==> config.mk <==
export PLATFORM = sky130hd
export DESIGN_NAME = tpu_apb_master
export DESIGN_NICKNAME = d
export VERILOG_FILES = /design/src/rtl/tpu_apb_master.sv
export SDC_FILE = /design/constraint.sdc
export NUM_CORES = 1
export LEC_CHECK = 0
export BUFFER_PORTS_ARGS = -buffer_cell sky130_fd_sc_hd__buf_2
export CAP_MARGIN = 0
export CORE_MARGIN = 2
export CORE_UTILIZATION = 30
export DETAILED_ROUTE_END_ITERATION = 16
export PLACE_DENSITY_LB_ADDON = 0.25
export SYNTH_ARGS = -nofsm -noshare
export SYNTH_HDL_FRONTEND = slang
export SYNTH_SLANG_ARGS = --single-unit
==> constraint.sdc <==
create_clock -name clk -period 1.9 [get_ports clk]
set_input_delay 0.285 -clock clk [delete_from_list [all_inputs] [get_ports clk]]
set_output_delay 0.285 -clock clk [all_outputs]
set_load 0.02 [all_outputs]
==> src/rtl/tpu_apb_master.sv <==
// tpu_apb_master: command/response front end driving a single APB requester port.
// A command is a plain read, a plain write, or a poll. A poll re-reads one
// register until (PRDATA & mask) == (expect & mask) or POLL_MAX reads are used.
// Optional feature: define TPU_APB_MASTER_TIMEOUT_EN to abort an access that
// has been stalled by PREADY=0 for TIMEOUT_CYCLES consecutive ACCESS cycles.
module tpu_apb_master #(
  parameter int ADDR_W         = 8,
  parameter int DATA_W         = 32,
  parameter int POLL_MAX       = 255,
  parameter int TIMEOUT_CYCLES = 1024
) (
  input  logic              clk,
  input  logic              reset,
  input  logic              cmd_valid,
  output logic              cmd_ready,
  input  logic              cmd_write,
  input  logic              cmd_poll,
  input  logic [ADDR_W-1:0] cmd_addr,
  input  logic [DATA_W-1:0] cmd_wdata,
  input  logic [DATA_W-1:0] cmd_mask,
  input  logic [DATA_W-1:0] cmd_expect,
  output logic              rsp_valid,
  input  logic              rsp_ready,
  output logic [DATA_W-1:0] rsp_rdata,
  output logic              rsp_error,
  output logic [7:0]        rsp_polls,
  output logic [ADDR_W-1:0] PADDR,
  output logic              PWRITE,
  output logic              PSEL,
  output logic              PENABLE,
  output logic [DATA_W-1:0] PWDATA,
  input  logic [DATA_W-1:0] PRDATA,
  input  logic              PREADY
);

  typedef enum logic [1:0] {IDLE, SETUP, ACCESS, RESP} state_t;

  localparam int CNT_W = $clog2(POLL_MAX + 1);

  // A zero poll budget or zero timeout would make the machine meaningless.
  if (POLL_MAX < 1 || TIMEOUT_CYCLES < 1) begin : g_bad_params
    $error("tpu_apb_master: POLL_MAX and TIMEOUT_CYCLES must both be at least 1");
  end

  state_t            state;
  state_t            next_state;
  logic [ADDR_W-1:0] addr_q;
  logic [DATA_W-1:0] wdata_q;
  logic [DATA_W-1:0] mask_q;
  logic [DATA_W-1:0] expect_q;
  logic              write_q;
  logic              poll_q;
  logic [CNT_W-1:0]  poll_cnt;
  logic [CNT_W:0]    cnt_next;
  logic [7:0]        polls_sat;
  logic              matched;
  logic              exhausted;
  logic              timeout_hit;
  logic [DATA_W-1:0] rdata_q;
  logic              error_q;
  logic [7:0]        polls_q;

  assign cnt_next  = {1'b0, poll_cnt} + (CNT_W+1)'(1);
  assign exhausted = (cnt_next >= (CNT_W+1)'(POLL_MAX));
  assign matched   = ((PRDATA & mask_q) == (expect_q & mask_q));

  // Reported read count saturates at 255 even if POLL_MAX is larger.
  always_comb begin
    polls_sat = 8'(cnt_next);
    if (int'(cnt_next) > 255) polls_sat = 8'hFF;
  end

`ifdef TPU_APB_MASTER_TIMEOUT_EN
  localparam int TO_W = $clog2(TIMEOUT_CYCLES + 1);

  logic [TO_W-1:0] to_cnt;

  // Count consecutive stalled ACCESS cycles; every new SETUP starts a fresh count.
  always_ff @(posedge clk) begin
    if (reset) begin
      to_cnt <= '0;
    end else if (next_state == SETUP) begin
      to_cnt <= '0;
    end else if (state == ACCESS && !PREADY) begin
      to_cnt <= to_cnt + TO_W'(1);
    end
  end

  assign timeout_hit = (state == ACCESS) && !PREADY &&
                       (to_cnt == TO_W'(TIMEOUT_CYCLES - 1));
`else
  assign timeout_hit = 1'b0;
`endif

  // Next-state decision: polls loop back to SETUP until match or budget spent.
  always_comb begin
    next_state = state;
    case (state)
      IDLE: begin
        if (cmd_valid) next_state = SETUP;
      end
      SETUP: begin
        next_state = ACCESS;
      end
      ACCESS: begin
        if (PREADY) begin
          if (write_q || !poll_q || matched || exhausted) next_state = RESP;
          else                                            next_state = SETUP;
        end else if (timeout_hit) begin
          next_state = RESP;
        end
      end
      RESP: begin
        if (rsp_ready) next_state = IDLE;
      end
      default: next_state = IDLE;
    endcase
  end

  // APB and handshake outputs are pure decodes of the state and latched command.
  always_comb begin
    cmd_ready = (state == IDLE) && !reset;
    rsp_valid = (state == RESP);
    PSEL      = (state == SETUP) || (state == ACCESS);
    PENABLE   = (state == ACCESS);
    PADDR     = addr_q;
    PWRITE    = write_q;
    PWDATA    = wdata_q;
    rsp_rdata = rdata_q;
    rsp_error = error_q;
    rsp_polls = polls_q;
  end

  // State register, command latch and response capture.
  always_ff @(posedge clk) begin
    if (reset) begin
      state    <= IDLE;
      addr_q   <= '0;
      wdata_q  <= '0;
      mask_q   <= '0;
      expect_q <= '0;
      write_q  <= 1'b0;
      poll_q   <= 1'b0;
      poll_cnt <= '0;
      rdata_q  <= '0;
      error_q  <= 1'b0;
      polls_q  <= '0;
    end else begin
      state <= next_state;
      if (state == IDLE && cmd_valid) begin
        addr_q   <= cmd_addr;
        wdata_q  <= cmd_wdata;
        mask_q   <= cmd_mask;
        expect_q <= cmd_expect;
        write_q  <= cmd_write;
        poll_q   <= cmd_poll && !cmd_write;
        poll_cnt <= '0;
        rdata_q  <= '0;
        error_q  <= 1'b0;
        polls_q  <= '0;
      end else if (state == ACCESS && PREADY) begin
        if (write_q) begin
          rdata_q <= '0;
          error_q <= 1'b0;
          polls_q <= '0;
        end else begin
          rdata_q  <= PRDATA;
          poll_cnt <= cnt_next[CNT_W-1:0];
          polls_q  <= polls_sat;
          error_q  <= poll_q && !matched && exhausted;
        end
      end else if (timeout_hit) begin
        rdata_q <= '0;
        error_q <= 1'b1;
      end
    end
  end

endmodule

==> results of run 1 <==
==> through the flow <==
| stage | power [mW] | setup slack, ns | util [%] | hold WS [ns] |
|---|---|---|---|---|
| 5_1_grt | 10.8 | 0.00317 | 40.8 | 0.0780 |
| 3_5_place_dp | 7.04 | 0.0134 | 38.0 | 0.443 |
| 3_3_place_gp | 7.02 | 0.00357 | 38.0 | 0.439 |
| 6_report | 10.2 | 0.159 | 40.9 | 0.0937 |
| 2_1_floorplan | 5.89 | 0.0702 | - | 0.421 |
| 4_1_cts | 10.3 | 0.0592 | 40.8 | 0.0702 |
==> per-layer routing <==
layer,track usage [%],up-vias
li1,-,2964
met1,23.4,2613
met2,28.7,163
met5,0,-
met3,6.21,17
met4,3.89,4
==> cells in the final DEF (no fill, tap or decap), drive strengths merged, types with 3 or more instances in the layout <==
cell type,netlist,routed
a211oi,6,6
a21oi,117,117
a22oi,48,48
buf,9,250
clkbuf,47,18
clkinvlp,0,7
dfxtp,157,157
ha,6,6
inv,8,13
nand2,221,221
nand3,6,6
nand4,6,6
nor2,54,54
o21ai,3,3
xnor2,10,10
xor2,34,34
==> worst max-delay path by stage <==
| stage | from | end | slack [ns] | depth (start not counted) |
|---|---|---|---|---|
| after CTS | state[0]$_SDFFE_PP0P_ | state[1]$_SDFFE_PP0P_ | 0.06 | 6 |
| after detailed placement | PRDATA[8] | state[1]$_SDFFE_PP0P_ | 0.01 | 6 |
| final | expect_q[8]$_SDFFE_PP0P_ | state[1]$_SDFFE_PP0P_ | 0.16 | 5 |
| after global placement | PRDATA[8] | state[1]$_SDFFE_PP0P_ | 0.004 | 6 |
| after global routing | state[0]$_SDFFE_PP0P_ | state[1]$_SDFFE_PP0P_ | 0.003 | 6 |
| after floorplan | state[0]$_SDFFE_PP0P_ | state[1]$_SDFFE_PP0P_ | 0.07 | 6 |
==> area by class of cell <==
cell class / count / area [sq um] / area share (%)
Timing Repair Buffer: 250 / 1370 / 16.6
Clock inverter: 13 / 108 / 1.31
Antenna cell: 2 / 5.00 / 0.0607
Clock buffer: 18 / 439 / 5.33
Sequential cell: 157 / 3150 / 38.2
Inverter: 9 / 33.8 / 0.410
Tap cell: 270 / 338 / 4.10
Multi-Input combinational cell: 538 / 2800 / 34.0
==> registers in the layout, summed over array words and instances, names as in the netlist <==
signal     count
expect_q      32
PWRITE         1
poll_q         1
PWDATA        32
rsp_polls      8
poll_cnt       8
state          2
rsp_rdata     32
mask_q        32
PADDR          8
rsp_error      1
==> worst max-delay path, delay by kind of cell, from the launching register on <==
kind,cells,cell delay (ns)
xor gates and xnor gates,1,0.17
and+or+nand+nor,2,0.69
AOI/OAI and AO/OA,2,0.48
DFF,1,0.31
==> kinds of logic after synthesis <==
logic type | Yosys count | synth area share [%]
adder cells (fa/ha/maj) | 6 | 1.22
AND/OR/NAND/NOR | 302 | 19.6
XOR/XNOR | 44 | 6.25
multiplexers | 1 | 0.162
flip-flops | 157 | 51.0
AO/OA/AOI/OAI | 185 | 17.7
buffers and inverters | 65 | 4.04
==> power groups by stage <==
stage / registers [mW] / clock network (mW) / logic [mW]
after global routing: 4.08 / 3.45 / 3.30
after floorplan: 4.30 / 0 / 1.59
after CTS: 4.01 / 3.30 / 2.97
after detailed placement: 4.09 / 0 / 2.96
final: 4.02 / 3.19 / 2.94
after global placement: 4.07 / 0 / 2.95
==> timing repair <==
item	in CTS	in global routing
gates resized for setup	0	5
buffers inserted	0	0
setup endpoints to repair	0	2
==> impl_summary.txt, run 1 <==
----------------------------------------------------
[Worst setup path]
  Type of element launching the critical path ... flop
  Data arrival time of the critical path ... about 2.1 ns
  Depth of the most critical reg-to-reg path ... 5
  Critical path capture point type ... flop
  Critical-path cell list ... xor2_1 > a22oi_1 > nand4_1 > or4_1 > a31oi_1
  Crit Reg-Reg Endpoint ... state[1]$_SDFFE_PP0P_
  Crit-path max cell delay ... 0.54 ns
  Critical Setup Path Class ... flop to flop
  Minimum setup slack among reg-to-reg paths ... around 0.16 ns
  Cell with the largest stage delay on the worst path ... or4_1
  Worst R2R Start ... expect_q[8]$_SDFFE_PP0P_
  Required time of the critical path ... roughly 2.3 ns
  CP max FO ... 2

[Logic synthesis]
  Commonest register cell after synthesis ... dfxtp_1
  Average instance area after synthesis ... just over 8 sq um
  Synth top area share ... roughly 50%
  Most numerous cell in the Yosys netlist ... nand2_1
  Cell type contributing the most total cell area after synthesis ... dfxtp_1
  Number of instances in the synthesized netlist ... between 700 and 800
  Number of distinct library cells after synthesis ... 39
  Biggest area contributors in the synthesized netlist ... dfxtp_1 (51%), nand2_1 (13%), a21oi_1 (9.5%)
  Sequential element share of the synthesized area ... between 50 and 60%
  Cell Area, Synth ... between 6000 and 7000 sq um
  Number of nets in the synthesized netlist ... about 900
  Total number of yosys warnings ... 0
  Post-synth EDFFs ... 0
  Flops & latches, synth ... approximately 160
  Most numerous cell types in the synthesized netlist ... nand2_1 (221), dfxtp_1 (157), a21oi_1 (117)
  Fraction of synthesis flops using an asynchronous set or reset pin ... 0%

[STA]
  Post-route clock skew ... between 0.008 and 0.009 ns
  Hold Vio Cnt, Final ... 0
  Final setup violation count ... 0
  Setup repair after global routing missed its margin ... false
  Tightest slew margin relative to the limit ... 62.0%
  Transition at the pin with the smallest max-transition slack ... roughly 0.57 ns
  Ratio of final minimum period to clock period ... between 90% and 100%
  Number of pins exceeding their max-slew limit in the final report ... 0
  Final sum of negative setup slack ... 0 ns
  Upper clock frequency limit ... ~570 MHz
  Period minus WS final ... about 1.7 ns

[Final layout]
  Number of fill cells ... approximately 2,100
  Post-route standard cell area excluding fillers ... between 8000 and 9000 sq um
  Fraction of layout cells with a size suffix above 1 ... 29.3%
  Post-layout net count ... 1,122
  Count of non-filler cells in the finished layout ... between 1,000 and 1,500
  Area delta synth->final ... 33.8%

[Global route]
  Wire length of the first global-routing pass ... around 30,000 um
  Total global routing track utilization ... between 10% and 20%
  Number of antenna violations at the first check in global routing ... 5
  Pin count of the biggest net entering global routing ... 90
  Global route total overflow ... 0
  Number of global-route vias before repair ... approximately 5,600

[Die]
  Initial core utilization ... between 30% and 40%
  Width of the die ... between 100 and 150 um
  Overall die height ... ~150 um
  Rows ... 52
  Count of pins on the block boundary ... roughly 230
  Floorplan core area ... slightly above 20,000 sq um
  Die ar. ... approximately 22,000 sq um

[Min path]
  Hold Crit Depth ... 3
  Worst hold endpoint ... PWDATA[3]$_SDFFE_PP0P_
  Worst min path class ... primary input to flop
  Worst hold start ... cmd_wdata[3]

[Placement]
  Placed Instances ... roughly 1,200
  Final weighted congestion in routability-driven placement ... ~0.77
  Port Buf Inserts ... ~230
  Placed Instance Area ... between 7000 and 8000 sq um
  Sum of net half-perimeters after detailed placement ... 13,700 um

[Power]
  Switching power ... about 3.6 mW
  Leakage power total ... 3.58 nW
  Internal Power ... around 6.5 mW
  Register share of total power ... approximately 40%
  Logic pwr share ... 29.0%
  Clock network fraction of total power ... 31.4%
  Total power divided by cell area ... 1230 nW/um^2
  Max IR drop VDD ... between 0.5 and 0.6 mV
  Switching Fraction ... 35.6%

[CTS]
  Clock buffers created by TritonCTS ... 17
  Clock Sink Count ... 157
  CTS tree ... done
  Cell chosen for the clock root ... clkbuf_16
  Buffers from clock root to sink, at most ... 2
  Number of H-tree levels ... 4
  Worst-skew pair later-pin latency ... roughly 0.42 ns
  Register clock-pin slew on the reported worst setup and hold paths ... 0.07 ns
  Hold buffer count at CTS ... 0

[Drt]
  Iteration count of the initial detailed-routing pass ... 4
  Routed length on met1 ... ~9000 um
  Vias after detailed routing ... about 5,800
  WL/cell ... about 15 um
  Max Used Layer ... met5
  Detailed route wirelength on metal3 ... approximately 1400 um
  Ratio of routed vias to standard cells ... roughly 4.6
  Post-detailed-route count of antenna-violating nets ... 0
  Routed met2 length ... a little under 9000 um
  Count of routing violations after the opening detailed-route iteration ... between 200 and 300
  Number of remaining DRC errors ... 0
  Final wirelength ... 19,300 um

[Run]
  Max-cap viol count ... 0

[Outcome]
  Outcome ... complete, no violations

----------------------------------------------------
Power figures use the tool's default switching activity.
==> run 2, diff against run 1 <==
Settings changed: PLACE_DENSITY set to 0.61, PLACE_DENSITY_LB_ADDON 0.25 to unset.
Clock period 1.9 ns to 2.2 ns, I/O delays scaled along.
==> impl_summary.txt, run 2 (synthesis results as in run 1) <==
----------------------------------------------------
[STA]
  Number of pins exceeding their max-slew limit in the final report ... 0
  Worst-case setup margin in the final layout ... ~0.37 ns
  Setup repair after global routing missed its margin ... false
  Transition at the pin with the smallest max-transition slack ... roughly 0.58 ns
  Tightest slew margin relative to the limit ... around 62%
  Post-route clock skew ... around 0.013 ns
  Final setup violation count ... 0
  Ratio of final minimum period to clock period ... a little over four fifths
  Hold Vio Cnt, Final ... 0
  Final sum of negative setup slack ... 0 ns
  Period minus WS final ... roughly 1.8 ns
  Upper clock frequency limit ... about 550 MHz

[CTS]
  Buffers from clock root to sink, at most ... 2
  Cell chosen for the clock root ... clkbuf_16
  Register clock-pin slew on the reported worst setup and hold paths ... 0.07 ns
  Worst-skew pair later-pin latency ... roughly 0.42 ns
  CTS tree ... done
  Clock Sink Count ... ~160
  Setup Buffers After CTS ... 0
  Count of cells resized by post-cts repair ... 0
  Clock buffers created by TritonCTS ... 17
  Hold buffer count at CTS ... 0
  Number of H-tree levels ... 4

[Power]
  Max IR drop VDD ... approximately 0.55 mV
  Total power divided by cell area ... 1070 nW/um^2
  Leakage power total ... between 3 and 4 nW

[Global route]
  Wire length of the first global-routing pass ... a little under 30,000 um
  Pin count of the biggest net entering global routing ... 111
  Number of global-route vias before repair ... roughly 5,400
  GR met2 Demand/Resource ... between 20% and 30%
  Number of antenna violations at the first check in global routing ... 4
  Global route total overflow ... 0
  Total global routing track utilization ... approximately 17%
  Layer with the highest usage after global routing ... met2
  Met1 Use GR ... 21.4%
  GRT met3 Usage ... around 5.6%

[Final layout]
  Leading cell types in the layout, fill and taps excluded ... buf_2 (227), nand2_1 (219), dfxtp_1 (157), a21oi_1 (117), nor2_1 (54)
  Post-layout net count ... between 1,000 and 1,500
  Area delta synth->final ... 32.5%
  Fraction of layout cells with a size suffix above 1 ... about 28%
  Most common library cell in the layout ignoring fill and taps ... buf_2

[Drt]
  WL/cell ... 15.1 um
  Final wirelength ... between 15,000 and 20,000 um
  Vias after detailed routing ... 5,749
  Iteration count of the initial detailed-routing pass ... 4
  Ratio of routed vias to standard cells ... around 4.6
  Number of remaining DRC errors ... 0
  Count of routing violations after the opening detailed-route iteration ... between 200 and 250
  Post-detailed-route count of antenna-violating nets ... 0

[Worst setup path]
  Required time of the critical path ... 1.87 ns
  Critical Setup Path Class ... flop to output port
  Type of element launching the critical path ... flop
  Critical path capture point type ... output port
  CP max FO ... 6
  Data arrival time of the critical path ... ~1.5 ns

[Die]
  Floorplan core area ... 20,200 sq um
  Width of the die ... approximately 150 um
  Initial core utilization ... ~30%
  Overall die height ... between 100 and 150 um
  Count of pins on the block boundary ... around 230
  Die ar. ... 21,700 sq um
  Rows ... 52

[Min path]
  Worst min path class ... primary input to flop

[Placement]
  Dpl ws ... 0.227 ns
  Final weighted congestion in routability-driven placement ... approximately 0.78
  Port Buf Inserts ... around 230
  Sum of net half-perimeters after detailed placement ... 13,100 um

[Run]
  Max-cap viol count ... 0

[Outcome]
  Outcome ... complete, no violations

----------------------------------------------------
## run 2: per-stage QoR
| step | hold slack [ns] | std cells | instance area, sq um | total power, mW | util, % |
|---|---|---|---|---|---|
| 3_5_place_dp | 0.444 | 1214 | 7580 | 5.99 | 37.6 |
| 4_1_cts | 0.116 | 1246 | 8160 | 8.90 | 40.4 |
| 5_1_grt | 0.123 | 1246 | 8160 | 9.29 | 40.4 |
| 3_3_place_gp | 0.440 | 1214 | 7580 | 5.96 | 37.6 |
| 2_1_floorplan | 0.436 | 760 | 6160 | 5.09 | - |
| 6_report | 0.136 | 1249 | 8160 | 8.75 | 40.5 |
## run 2: path summary, 6_finish.rpt
check	startpoint	end	slack (ns)	cells after the start
max	state[1]$_SDFFE_PP0P_	cmd_ready	0.37	4
max reg2reg	expect_q[24]$_SDFFE_PP0P_	state[1]$_SDFFE_PP0P_	0.38	5
min reg2reg	PWDATA[30]$_SDFFE_PP0P_	PWDATA[30]$_SDFFE_PP0P_	0.45	2
min	cmd_wdata[18]	PWDATA[18]$_SDFFE_PP0P_	0.14	3
## run 2: worst max-delay path, cell delays in order, from the launching register on
cell and delay [ns]:
dfxtp_1 0.41, inv_1 0.09, ha_1 0.25, nor2b_1 0.15, buf_2 0.18
## run 2: report_power, final
group	switching [mW]	internal, mW	total [mW]
Sequential	0.235	3.25	3.49
Combinational	1.57	0.827	2.40
Clock	1.26	1.61	2.87
## run 2: area by class of cell
class,instances,area [sq um]
clock inverter,13,129
fill,2130,12000
clock buffer,19,443
sequential,157,3140
inverter,9,33.8
multi-input combinational,538,2790
antenna,3,7.51
tap,270,338
timing repair buffer,240,1280
## run 2: routing by layer
metal  part of all wire, %  vias to the layer above
li1                      -                     2949
met1                    45                     2621
met2                    48                      155
met3                   6.2                       20
met4                   1.1                        4
met5                  0.12                        -
